<file path="src/rtl/countdown_timer.sv">
// Four-digit BCD countdown timer (SS.hh) decrementing one hundredth per tick.
// Stops at 00.00 and holds a done flag until the next load or reset.
module countdown_timer #(
    parameter int TICK_DIV = 500000
) (
    input  logic        CLOCK_50,
    input  logic        reset,
    input  logic        load,
    input  logic [15:0] preset,
    input  logic        start_stop,
    output logic [3:0]  tens_bcd,
    output logic [3:0]  ones_bcd,
    output logic [3:0]  tenths_bcd,
    output logic [3:0]  hundredths_bcd,
    output logic        running,
    output logic        done
);

    localparam int PW = (TICK_DIV > 2) ? $clog2(TICK_DIV) : 1;
    localparam logic [PW-1:0] LP_LAST = PW'(TICK_DIV - 1);
    localparam logic [PW-1:0] LP_ONE  = PW'(1);

    localparam logic [1:0] ST_STOPPED = 2'd0;
    localparam logic [1:0] ST_RUNNING = 2'd1;
    localparam logic [1:0] ST_EXPIRED = 2'd2;

    logic [1:0]       r_state;
    logic [PW-1:0]    r_prescale;
    logic [3:0][3:0]  r_dig;
    logic             r_running;
    logic             r_done;

    logic [1:0]       w_nxt_state;
    logic [PW-1:0]    w_nxt_pre;
    logic [3:0][3:0]  w_nxt_dig;
    logic [3:0][3:0]  w_dec;
    logic [3:0][3:0]  w_clamp;
    logic [4:0]       w_bor;
    logic             w_tick;
    logic             w_zero;
    logic             w_dec_zero;

    function automatic logic [3:0] f_clamp(input logic [3:0] d);
        return (d > 4'd9) ? 4'd9 : d;
    endfunction

    // Digit 0 is hundredths; borrow ripples upward through zero digits.
    always_comb begin
        w_bor    = '0;
        w_bor[0] = 1'b1;
        w_dec    = r_dig;
        w_clamp  = '0;
        for (int i = 0; i < 4; i++) begin
            w_bor[i+1] = w_bor[i] && (r_dig[i] == 4'd0);
            if (w_bor[i]) begin
                if (r_dig[i] == 4'd0) begin
                    w_dec[i] = 4'd9;
                end else begin
                    w_dec[i] = r_dig[i] - 4'd1;
                end
            end
            w_clamp[i] = f_clamp(preset[4*i +: 4]);
        end
    end

    assign w_tick     = (r_prescale == LP_LAST);
    assign w_zero     = (r_dig == '0);
    assign w_dec_zero = (w_dec == '0);

    always_comb begin
        w_nxt_state = r_state;
        w_nxt_pre   = r_prescale;
        w_nxt_dig   = r_dig;
        if (load) begin
            w_nxt_state = ST_STOPPED;
            w_nxt_pre   = '0;
            w_nxt_dig   = w_clamp;
        end else begin
            case (r_state)
                ST_STOPPED: begin
                    if (start_stop && !w_zero) begin
                        w_nxt_state = ST_RUNNING;
                    end
                end
                ST_RUNNING: begin
                    // A tick on the pause edge still decrements first.
                    if (w_tick) begin
                        w_nxt_pre = '0;
                        w_nxt_dig = w_dec;
                        if (w_dec_zero) begin
                            w_nxt_state = ST_EXPIRED;
                        end else if (start_stop) begin
                            w_nxt_state = ST_STOPPED;
                        end
                    end else begin
                        w_nxt_pre = r_prescale + LP_ONE;
                        if (start_stop) begin
                            w_nxt_state = ST_STOPPED;
                        end
                    end
                end
                ST_EXPIRED: begin
                    w_nxt_dig = '0;
                end
                default: begin
                    w_nxt_state = ST_STOPPED;
                end
            endcase
        end
    end

    always_ff @(posedge CLOCK_50 or posedge reset) begin
        if (reset) begin
            r_state    <= ST_STOPPED;
            r_prescale <= '0;
            r_dig      <= '0;
            r_running  <= 1'b0;
            r_done     <= 1'b0;
        end else begin
            r_state    <= w_nxt_state;
            r_prescale <= w_nxt_pre;
            r_dig      <= w_nxt_dig;
            r_running  <= (w_nxt_state == ST_RUNNING);
            r_done     <= (w_nxt_state == ST_EXPIRED);
        end
    end

    assign hundredths_bcd = r_dig[0];
    assign tenths_bcd     = r_dig[1];
    assign ones_bcd       = r_dig[2];
    assign tens_bcd       = r_dig[3];
    assign running        = r_running;
    assign done           = r_done;

endmodule

</file>
<file path="config.mk">
export PLATFORM = sky130hd
export DESIGN_NAME = countdown_timer
export DESIGN_NICKNAME = d
export VERILOG_FILES = /design/src/rtl/countdown_timer.sv
export SDC_FILE = /design/constraint.sdc
export NUM_CORES = 1
export LEC_CHECK = 0
export ABC_AREA = 1
export CORE_MARGIN = 4
export CORE_UTILIZATION = 46
export DETAILED_ROUTE_END_ITERATION = 16
export HOLD_SLACK_MARGIN = 0.15
export PLACE_DENSITY = 0.8
export SLEW_MARGIN = 10
export SYNTH_ARGS = -nofsm -noshare
export SYNTH_HDL_FRONTEND = slang
export SYNTH_SLANG_ARGS = --single-unit
</file>
<file path="constraint.sdc">
create_clock -name CLOCK_50 -period 2.13 [get_ports CLOCK_50]
set_input_delay 0.213 -clock CLOCK_50 [delete_from_list [all_inputs] [get_ports CLOCK_50]]
set_output_delay 0.213 -clock CLOCK_50 [all_outputs]
set_load 0.05 [all_outputs]
</file>
==> impl_metrics.json <==
{
  "path_class": "reg2out",
  "pin_count": 38,
  "grt.busiest_layer": "met2",
  "critPathLaunchType": "register",
  "synth.area.top_cells": "dfrtp_1 39%, nand2_1 11%, inv_1 7.5%",
  "finalHoldViolations": 0,
  "required_ns": 1.92,
  "grt_usage": 0.1881,
  "met2_usage": 0.3126,
  "grt_overflow": 0,
  "cts_root_buf": "clkbuf_8",
  "timing.final.ws_setup_ns": 0.2627,
  "maxSlewHeadroom": 0.6649,
  "cts.sink_count": 39,
  "yosysTopAreaCellShare": 0.3890,
  "via_per_inst": 5.230,
  "peakVddDrop_mv": 0.4132,
  "dp_slack_ns": 0.1989,
  "tns_ns": 0,
  "regToRegStartpoint": "hundredths_bcd[0]",
  "p_leak_nw": 1.435,
  "grt_pass1_wl_um": 9970,
  "crit_path_cell_trace": "clkdlybuf4s50_1",
  "seq_area_frac_synth": 0.3890,
  "synth_compound_area_frac": 0.1436,
  "power_switching_share": 0.3708,
  "p_comb_frac": 0.339,
  "cp_data_arrival_time_ns": 1.65,
  "critPathMaxStageDelay_ns": 0.86,
  "p_per_area_nw_per_um2": 799.7,
  "finalPower_w": 0.002485,
  "drtIter0Drc": 190,
  "seq_power_share": 0.362,
  "cts_max_level": 2,
  "die_y_um": 81.85,
  "yosys.area_share.adder": 0.004988,
  "path_delay_family": "buffers and inverters",
  "dr.pass1.iters": 5,
  "p_switching_w": 0.0009216,
  "numCtsBuffers": 5,
  "die_area_um2": 6699,
  "drv_slew": 0,
  "die_width_um": 81.85,
  "timing.hold.ws_ns": 0.3357,
  "synth_cells": 354,
  "syn_to_final_growth_pct": 23.89,
  "synth_top_family_by_area": "simple AND/OR/NAND/NOR gates",
  "ant_nets": 0,
  "crit_start": "hundredths_bcd[0]",
  "rsz0062_at_grt": "false",
  "status": "finished clean",
  "synth.ff_latch_count": 39,
  "grt_pass1_vias": 2275,
  "min_path_type": "in2async",
  "use_met3": 0.03289,
  "slowest_stage": "clkdlybuf4s50_1",
  "finalCriticalPeriod_ns": 1.867,
  "synth_top_area_cell": "dfrtp_1",
  "coreArea_um2": 5205,
  "synth_ff_type": "dfrtp_1",
  "clkLatencyLatePin_ns": 0.29,
  "dp_hpwl_um": 4371,
  "muxShareOfSynthArea": 0,
  "fin_worst_skew_ns": 0.004822,
  "place_congestion": 0.9056,
  "clk_pin_slew_worst_paths_ns": 0.08,
  "synth_edf_count": 0,
  "setup_viol": 0,
  "diodes": 0,
  "wl_um": 5760,
  "path_buf_inv": 1,
  "cts_tree": "done",
  "max-clock-path-buffers": 2,
  "drcViolationCount": 0,
  "grt_util_met1": 0.2507,
  "cp-end-kind": "output pin",
  "grt_max_degree": 40,
  "crit_path_max_fanout": 6,
  "syn_nets": 375,
  "period_share": 0.8767,
  "io_buffers": 37,
  "wl_per_cell_um": 12.36,
  "avgSynthCellArea_um2": 7.087,
  "fmax_mhz": 535.5,
  "finalNetCount": 416,
  "p_int_w": 0.001564,
  "synth_area_um2": 2509,
  "async_reset_ff_frac": 1.000,
  "dr_total_vias": 2437,
  "drive_gt1_frac": 0.09091,
  "synth_cell_types": 39,
  "power_frac_clock": 0.298,
  "cap_violations": 0,
  "fp-row-count": 26,
  "yosys.area_share.simple": 0.3307,
  "worst_slew_pin_slew_ns": 0.5010,
  "synth_warnings": 0,
  "start_util": 0.4820,
  "synth-xor-area-share": 0.02793,
  "antenna_found_initial": 0
}
==> layout make-up <==
| cell class | instances | area, um^2 |
|---|---|---|
| timing repair buffer | 43 | 427.9 |
| tap | 70 | 87.58 |
| sequential | 39 | 975.9 |
| clock buffer | 5 | 68.82 |
| inverter | 54 | 202.7 |
| clock inverter | 3 | 67.56 |
| fill | 465 | 2097 |
| multi-input combinational | 252 | 1277 |
==> per-layer routing <==
layer	part of all wire	up-vias
li1	-	1230
met1	0.47	1121
met2	0.47	79
met3	0.053	7
met4	0.012	0
met5	0	-
==> through the flow <==
stage	cell area, um^2	std cells	util
3_3_place_gp	2967	458	0.5700
2_1_floorplan	2509	354	-
4_1_cts	3103	466	0.5962
5_1_grt	3108	466	0.5971
6_report	3108	466	0.5971
3_5_place_dp	2967	458	0.5700
==> path summary, 6_finish.rpt <==
kind                       cells past startpoint  slack [ns]                end
setup reg to reg                              10        0.28         r_state[0]
min in group CLOCK_50                          3        0.53      tenths_bcd[1]
max in group asynchronous                      3        1.45      r_prescale[8]
setup / recovery                               1        0.26  hundredths_bcd[0]
hold / removal                                 3        0.34  hundredths_bcd[0]
hold reg to reg                                1        0.54      r_prescale[0]
==> Yosys cell counts (all sizes together) (2+ instances only) <==
cell	number
nand2	80
nor2	59
inv	54
dfrtp	39
nand3	22
a21oi	20
o21ai	17
nor3	11
a31oi	8
buf	7
xor2	7
o22ai	6
nand4	4
and3	3
a211oi	2
clkbuf	2
or2	2
==> sequential cells by signal, summed over array words and instances, names as in the netlist <==
register,cells
hundredths_bcd,4
r_state,2
tenths_bcd,4
running,1
done,1
r_prescale,19
ones_bcd,4
tens_bcd,4
==> cells in the final DEF (no fill, tap or decap), types with 3 or more instances in the layout <==
cell and count:
nand2_1 75, nand2_2 3, o21ai_0 16, dfrtp_1 39, inv_1 50, xor2_1 7
a31oi_1 8, clkdlybuf4s50_1 37, and3_1 3, nor3_1 11, nor2_2 4, inv_2 4
a21oi_1 19, buf_4 5, nor2_4 4, o22ai_1 6, nand3_1 21, nand4_1 4
nor2_1 50, clkbuf_8 5
==> cells by family after synthesis <==
group | count (synthesis)
AND/OR/NAND/NOR | 182
buffers and inverters | 63
AO/OA/AOI/OAI | 61
flip-flops | 39
XOR/XNOR | 8
adder cells (fa/ha/maj) | 1
==> power by group through the flow <==
stage	sequential (W)	clock, W	combinational (W)
4_1_cts	0.000901	0.000756	0.000843
5_1_grt	0.000914	0.000780	0.000919
3_5_place_dp	0.000916	0	0.000839
6_report	0.000901	0.000741	0.000844
3_3_place_gp	0.000914	0	0.000830
2_1_floorplan	0.00112	0	0.000368
==> what timing repair did <==
action | CTS | global route
hold buffers | 0 | 0
buffers inserted | 0 | 0
resized for setup | 0 | 1
setup endpoints to repair | 0 | 3
Note: power is estimated with default switching activity, not from simulation.
==> patch (same settings) <==
Change the parameter `TICK_DIV` from 500000 to 125000.
--- a/src/rtl/countdown_timer.sv
+++ b/src/rtl/countdown_timer.sv
@@ -2,5 +2,5 @@
 // Stops at 00.00 and holds a done flag until the next load or reset.
 module countdown_timer #(
-    parameter int TICK_DIV = 500000
+    parameter int TICK_DIV = 125000
 ) (
     input  logic        CLOCK_50,
Check against the original RTL: same outputs for any inputs over 10 cycles, from zero or initial values and one cycle with reset high; that may be too few to reach the edited logic, so the function may still have changed.
==> patch against the unedited design <==
Critical path depth up 11; power decreased by 24%; register-to-register slack got worse by 0.03 ns; sequential power down 8.9%; critical endpoint is now running$_DFF_PP0_; synthesized cell count decreased by 14%; non-clock buffer count stayed put; clock power fell by 35%; sequential cell count shrank 2; routed wire length is 9.1% lower; area after synthesis shrank 9.7%; setup slack lost 0.015 ns; design area decreased by 8.9%.
==> patch: results (changes against the unedited design) <==
Route
  – First DRT Iteration DRCs: 135 (-29%)
  – Via density: 5.18 (-1.0%)
  – WL final: 5.23 mm (-9.1%)

Hold path
  – HP Class: input pin to asynchronous set/reset pin

Clock tree
  – Htree depth: 2 (unchanged)
  – Clock Pin Slew Worst Setup and Hold Paths: 0.08 ns (about the same)
  – Root buf cell: clkbuf_8
  – Setup Fix Bufs, Post-CTS: 0 (unchanged)
  – Post-CTS resize count: 0 (unchanged)
  – CTS Buf Count: 5 (unchanged)

GRT
  – Initial antenna violation count: 0 (unchanged)
  – First-pass GRT wire length: 9.04 mm (-9.3%)
  – Largest net degree at the start of global routing: 38 (-5.0%)
  – Vias in the first global route: 2109 (-7.3%)
  – GRT Util Overall: 18.3% (-0.50 points)

Critical path
  – Critical Path Max Stage Delay: 0.46 ns (-0.40 ns)
  – Worst Path Max Fanout: 10 (+4)
  – CP delay by family, top: simple AND/OR/NAND/NOR gates
  – Crit path DAT: 2.04 ns (+0.39 ns)
  – Critical path's slowest cell: dfrtp_1

Cells and area
  – Nets: 369 (-11%)
  – Layout fillers: 437 (-6.0%)
  – Antenna cell count: 0 (unchanged)
  – Fraction of layout cells with a size suffix above 1: 9.17% (+0.078 points)
  – Largest register FFs: 17 (-2)

Timing
  – Max Clock Skew: 0.0102 ns (+0.00534 ns)
  – Slew margin rel.: 65.6% (-0.89 points)
  – Final Max Slew Viols: 0 (unchanged)

Synthesis
  – Synthesized net count: 326 (-13%)
  – Synth top cells by count: nand2_1 (49), nor2_1 (44), inv_1 (41)
  – Top FF cell, synth: dfrtp_1
  – Area contributors post-synth: dfrtp_1 (41%), nand2_1 (8.1%), nor2_1 (7.3%)
  – Post-synthesis sequential area ratio: 40.9% (+2.0 points)
  – Share of flip-flops with an asynchronous set or reset: 100% (unchanged)
  – Distinct cells, synth: 40 (+2.6%)

Placement
  – HPWL Detailed: 3.96 mm (-9.4%)
  – PortBufs: 37 (unchanged)
  – Routability cong.: 0.830 (-8.4%)

Pwr
  – Leakage power: 1.27 nW (-12%)
  – Switching share of power: 36.9% (-0.17 points)
  – Max VDD drop: 0.446 mV (+8.0%)

Run status
  – Status: finished, final reports clean
patch: path summary, 6_finish.rpt:
path,startpoint,endpoint,slack [ns],depth (start not counted)
worst max-delay path,hundredths_bcd[0]$_DFFE_PP0P_,running$_DFF_PP0_,0.25,12
worst min-delay path,reset,r_prescale[5]$_DFFE_PP0P_,0.33,3
worst max register to register,hundredths_bcd[0]$_DFFE_PP0P_,running$_DFF_PP0_,0.25,12
worst min register to register,r_prescale[15]$_DFFE_PP0P_,r_prescale[15]$_DFFE_PP0P_,0.52,2
max in group asynchronous,reset,running$_DFF_PP0_,1.46,3
min in group CLOCK_50,r_prescale[15]$_DFFE_PP0P_,r_prescale[15]$_DFFE_PP0P_,0.52,2
patch: stage by stage:
stage	setup WS [ns]	hold slack (ns)	instance area [um^2]	total power, W	instances
4_1_cts	0.255	0.344	2830	0.00190	416
3_5_place_dp	0.280	0.509	2750	0.00142	408
6_report	0.248	0.331	2830	0.00189	416
5_1_grt	0.0761	0.395	2830	0.00199	416
2_1_floorplan	0.238	0.387	2260	0.00122	305
3_3_place_gp	0.321	0.487	2750	0.00141	408
patch: layout make-up:
type,instances,area [um^2],share of cell area (%)
Clock buffer,6,72.6,2.56
Clock inverter,2,10.0,0.353
Inverter,43,161,5.70
Multi-Input combinational cell,218,1150,40.6
Sequential cell,37,926,32.7
Tap cell,67,83.8,2.96
Timing Repair Buffer,43,428,15.1
patch: worst reg2reg max path: stages (launching register included):
cell and delay [ns]:
dfrtp_1 0.46, nor2_4 0.20, nand2_4 0.11, nor2_8 0.20
inv_2 0.07, nand2_2 0.06, nand2_2 0.06, nor2_2 0.13
nand3_2 0.08, nor2_2 0.13, nand3_1 0.09, nand2_1 0.08
a21oi_1 0.08
patch: power by group through the flow:
stage	logic, W	registers [W]	clock network, W
after global routing	0.000638	0.000830	0.000518
final	0.000587	0.000821	0.000479
after detailed placement	0.000589	0.000833	0
after CTS	0.000591	0.000820	0.000491
after global placement	0.000582	0.000832	0
after floorplan	0.000233	0.000983	0
patch: metal layers:
layer | vias to the layer above | share of wire, % | GRT usage, %
li1 | 1107 | - | -
met1 | 990 | 45 | 21.5
met2 | 51 | 49 | 32.1
met3 | 5 | 5.1 | 4.70
met4 | 0 | 1.5 | 6.82
met5 | - | 0 | 0
patch: cells by family (layout without fill, tap and decap cells):
logic type / Yosys count / count (layout) / share of synthesized area, %
adder cells (fa/ha/maj): 1 / 1 / 0.552
AND/OR/NAND/NOR: 145 / 145 / 30.1
flip-flops: 37 / 37 / 40.9
AO/OA/AOI/OAI: 65 / 65 / 17.2
buffers and inverters: 50 / 94 / 8.45
multiplexers: 1 / 1 / 0.497
XOR/XNOR: 6 / 6 / 2.32
